`src/rtl/mux8_rr_arb.sv`:
```
// Round-robin arbiter driving the select of a shared 8:1 mux.
// A requester that wins is granted for up to MAX_HOLD cycles. Every release
// goes through a one-cycle GAP (grant low) and then IDLE, so two owners never
// drive the mux back to back. All outputs come straight from flops.
//
// Handshake: req[i] is a level request from source i. gnt/sel/valid reflect the
// arbitration result one cycle after req is sampled. An owner keeps the grant
// while its req bit stays high and its hold budget lasts. Dropping req releases
// the grant. Requests from non-owners are only looked at in IDLE.
module mux8_rr_arb #(
    parameter int MAX_HOLD = 8
) (
    input  logic       clk,
    input  logic       rst_n,
    input  logic [7:0] req,
    output logic [7:0] gnt,
    output logic [2:0] sel,
    output logic       valid,
    output logic [3:0] owner_hold
);

    typedef enum logic [1:0] {
        IDLE  = 2'd0,
        GRANT = 2'd1,
        GAP   = 2'd2
    } state_t;

    localparam logic [3:0] HOLD_MAX = 4'(MAX_HOLD);

    state_t     state_q, state_d;
    logic [7:0] gnt_q, gnt_d;
    logic [2:0] sel_q, sel_d;
    logic       valid_q, valid_d;
    logic [3:0] hold_q, hold_d;
    logic [2:0] last_q, last_d;

    logic       win_found;
    logic [2:0] win_idx;
    logic [2:0] cand;

    // Round-robin search: first set req bit starting just above the last winner.
    always_comb begin
        win_found = 1'b0;
        win_idx   = last_q + 3'd1;
        cand      = last_q + 3'd1;
        for (int k = 0; k < 8; k++) begin
            cand = last_q + 3'd1 + 3'(k);
            if (!win_found && req[cand]) begin
                win_found = 1'b1;
                win_idx   = cand;
            end
        end
    end

    // Next-state and next-output computation for the IDLE/GRANT/GAP machine.
    always_comb begin
        state_d = state_q;
        gnt_d   = gnt_q;
        sel_d   = sel_q;
        valid_d = valid_q;
        hold_d  = hold_q;
        last_d  = last_q;
        case (state_q)
            IDLE: begin
                if (win_found) begin
                    state_d = GRANT;
                    gnt_d   = 8'd1 << win_idx;
                    sel_d   = win_idx;
                    valid_d = 1'b1;
                    hold_d  = 4'd1;
                    last_d  = win_idx;
                end
            end
            GRANT: begin
                // Budget exhaustion forces rotation even if the owner still asks.
                if (hold_q >= HOLD_MAX || !req[sel_q]) begin
                    state_d = GAP;
                    gnt_d   = 8'd0;
                    valid_d = 1'b0;
                    hold_d  = 4'd0;
                end else begin
                    hold_d  = hold_q + 4'd1;
                end
            end
            GAP: begin
                // sel keeps pointing at the previous owner while the mux is idle.
                state_d = IDLE;
                gnt_d   = 8'd0;
                valid_d = 1'b0;
                hold_d  = 4'd0;
            end
            default: begin
                state_d = IDLE;
                gnt_d   = 8'd0;
                valid_d = 1'b0;
                hold_d  = 4'd0;
            end
        endcase
    end

    // State and output registers; reset drops the grant immediately and
    // points last at 7 so the first search begins at index 0.
    always_ff @(posedge clk or negedge rst_n) begin
        if (!rst_n) begin
            state_q <= IDLE;
            gnt_q   <= 8'd0;
            sel_q   <= 3'd0;
            valid_q <= 1'b0;
            hold_q  <= 4'd0;
            last_q  <= 3'd7;
        end else begin
            state_q <= state_d;
            gnt_q   <= gnt_d;
            sel_q   <= sel_d;
            valid_q <= valid_d;
            hold_q  <= hold_d;
            last_q  <= last_d;
        end
    end

    assign gnt        = gnt_q;
    assign sel        = sel_q;
    assign valid      = valid_q;
    assign owner_hold = hold_q;

endmodule
```
`config.mk`:
```
export PLATFORM = sky130hd
export DESIGN_NAME = mux8_rr_arb
export DESIGN_NICKNAME = d
export VERILOG_FILES = /design/src/rtl/mux8_rr_arb.sv
export SDC_FILE = /design/constraint.sdc
export NUM_CORES = 1
export LEC_CHECK = 0
export CAP_MARGIN = 25
export CORE_ASPECT_RATIO = 1.25
export CORE_MARGIN = 3
export CORE_UTILIZATION = 52
export CTS_BUF_LIST = sky130_fd_sc_hd__clkbuf_8
export DETAILED_ROUTE_END_ITERATION = 7
export HOLD_SLACK_MARGIN = 0.08
export PLACE_DENSITY = 0.83
export SLEW_MARGIN = 10
export SYNTH_ARGS = -nofsm -noshare
export SYNTH_HDL_FRONTEND = slang
export SYNTH_SLANG_ARGS = --single-unit
```
`constraint.sdc`:
```
create_clock -name clk -period 3.2 [get_ports clk]
set_input_delay 0.96 -clock clk [delete_from_list [all_inputs] [get_ports clk]]
set_output_delay 0.96 -clock clk [all_outputs]
set_load 0.02 [all_outputs]
```
==> results.ini <==
[worst_hold_path]
hold_class=flip-flop to flip-flop
min_from=gnt[1]
whs_path_depth=2

[clocking]
htreeDepth=1
clock_latency_ps=260
clock_path_buffers=2
path_clk_slew_ps=70
cts_tree=yes
cts_root_buf=clkbuf_8
cts_buffers=3
cts.sinks=20

[route]
routedWlPerCell_um=17.8
post_drt_via_cell_ratio=6.12
wl_mm=5.57
drc=0
postRouteAntennaNets=0
dr.first_iter.drc_count=118
first_pass_iters=4
vias=1908

[die]
coreArea_um2=3630
start_util=0.560
dieArea_um2=4700
die_height_um=75.9
row_count=24
dieWidth_um=61.9
io_pins=26

[worst_setup_path]
path_max_fanout=10
worstPathCellList=inv_4 > ha_4 > buf_6 > mux4_2 > nor3_2 > nor2_1 > a21oi_4 > a21oi_2 > o311ai_4 > mux2_4 > a32o_1
slowest_stage=mux4_2
crit_buf_inv=2
startpoint_type=flip-flop
ff2ff_path_depth=11
cp.depth=11
critPathTopFamily=multiplexers
cp-end-kind=flip-flop
crit_type=flip-flop to flip-flop
r2r-start=last_q[0]
crit_required_ps=3350
cp_data_arrival_time_ps=3370
regToRegSetupSlack_ps=-20
critPathMaxStageDelay_ps=590
crit_path_start=last_q[0]

[timing]
setup_viol=5
fin_crit_sh=1.01
hold_violations=0
slew_viol_final=0
fin_ws_ps=-19.5
rsz0062_at_grt=yes
hold_slack_ps=478
skew_ps=7.45
worstMarginPinSlew_ps=909
min_period_ps=3220
fmax_mhz=311
slew_headroom=0.392

[final_layout]
layout_common_cells=49 x buf_4, 17 x dfrtp_1, 17 x clkdlybuf4s50_1
syn_to_final_growth_pct=40.4
antenna_cells=0
fin_nets=275
drive_gt1_frac=0.473
fin_cells=312
final_common_cell=buf_4
fillers=209

[placement]
hpwl_mm=3.71
place_congestion=0.951
placed_cells=293
port_buffers=25

[logic_synthesis]
synth_area_per_cell_um2=10.6
synthCells=191
ys_seq_elements=20
synth_cell_types=61
synth_edf_count=0
synth_flop_cell=dfrtp_1
ys_warn_count=0
synth_nets=205
synth-async-reset-ratio=1.00
syn_area_um2=2030
synth-seq-area-share=0.248

[grt]
track_usage=0.242
gr-total-overflow=0
grt_pass1_vias=1900
grt_max_degree=21
antenna_found_initial=0
grt_pass1_wl_mm=8.88

[status]
violations=setup timing
status=finished, violations left

[job]
maxCapViolCount=0

## area by class of cell
| class | instances | area (µm²) | area share |
|---|---|---|---|
| Clock buffer | 3 | 41.3 | 0.0145 |
| Clock inverter | 1 | 3.75 | 0.00131 |
| Inverter | 8 | 32.5 | 0.0114 |
| Multi-Input combinational cell | 153 | 1590 | 0.557 |
| Sequential cell | 20 | 504 | 0.177 |
| Tap cell | 52 | 65.1 | 0.0228 |
| Timing Repair Buffer | 75 | 619 | 0.217 |
## registers in the layout, indices dropped and copies added (netlist names)
signal,flops
gnt,8
owner_hold,4
state_q,2
sel,3
last_q,3
## through the flow
stage	utilization	area [µm²]	setup WS (ps)	setup TNS (ps)
detailed placement	0.705	2560	-490	-6580
CTS	0.758	2750	15.3	0
finish	0.786	2860	-19.5	-57.9
global route	0.786	2860	-90.1	-748
global placement	0.705	2560	-451	-5660
floorplan	-	2060	-155	-857
## repair_timing
action / 4_1_cts / 5_1_grt
hold buffers: 0 / 0
setup endpoints to repair: 14 / 13
setup buffers: 7 / 7
gates cloned: 1 / 0
resized for setup: 26 / 7
pin swaps: 11 / 4
## synthesized netlist by cell type, types with 4 or more instances
master     n  area (µm²)
nand2_1   14        52.6
nand2b_1   5        31.3
a32o_1     4        40.0
inv_1      6        22.5
mux2_2    12         135
a21oi_1    8        40.0
dfrtp_1   17         425
mux2i_1   11         110
o21ai_0    9        45.0
nand3_1    4        20.0
o31ai_1    5        37.5
ha_1       4        50.1
nor3_1     7        35.0
nor2_1    10        37.5
mux4_2     7         158
## layer usage
layer | track usage | routed length (µm) | up-vias
li1 | - | - | 877
met1 | 0.323 | 2260 | 950
met2 | 0.383 | 3000 | 73
met3 | 0.0374 | 259 | 8
met4 | 0.0955 | 53 | 0
met5 | 0 | 0 | -
## worst min-delay path, cell delays in order, from the launching register on
cell and delay, ps:
dfrtp_1 340, nand2_1 50, o31ai_1 50
## worst paths after layout
check / end
worst max-delay path: gnt[7]
worst min-delay path: gnt[1]
worst max register to register: gnt[7]
worst min register to register: gnt[1]
max in group asynchronous: owner_hold[0]
min in group asynchronous: owner_hold[2]
## cells by family after synthesis
group                      Yosys count  synth area share
and+or+nand+nor                     55             0.138
AOI/OAI and AO/OA                   51             0.218
muxes                               36             0.255
DFF                                 20             0.248
buffers and inverters               19            0.0535
xor gates and xnor gates             6            0.0628
adders and majority gates            4            0.0246
Power is left out: the tool's default activity adds up to more than one toggle a clock period on the data nets, which glitch-free logic cannot reach.
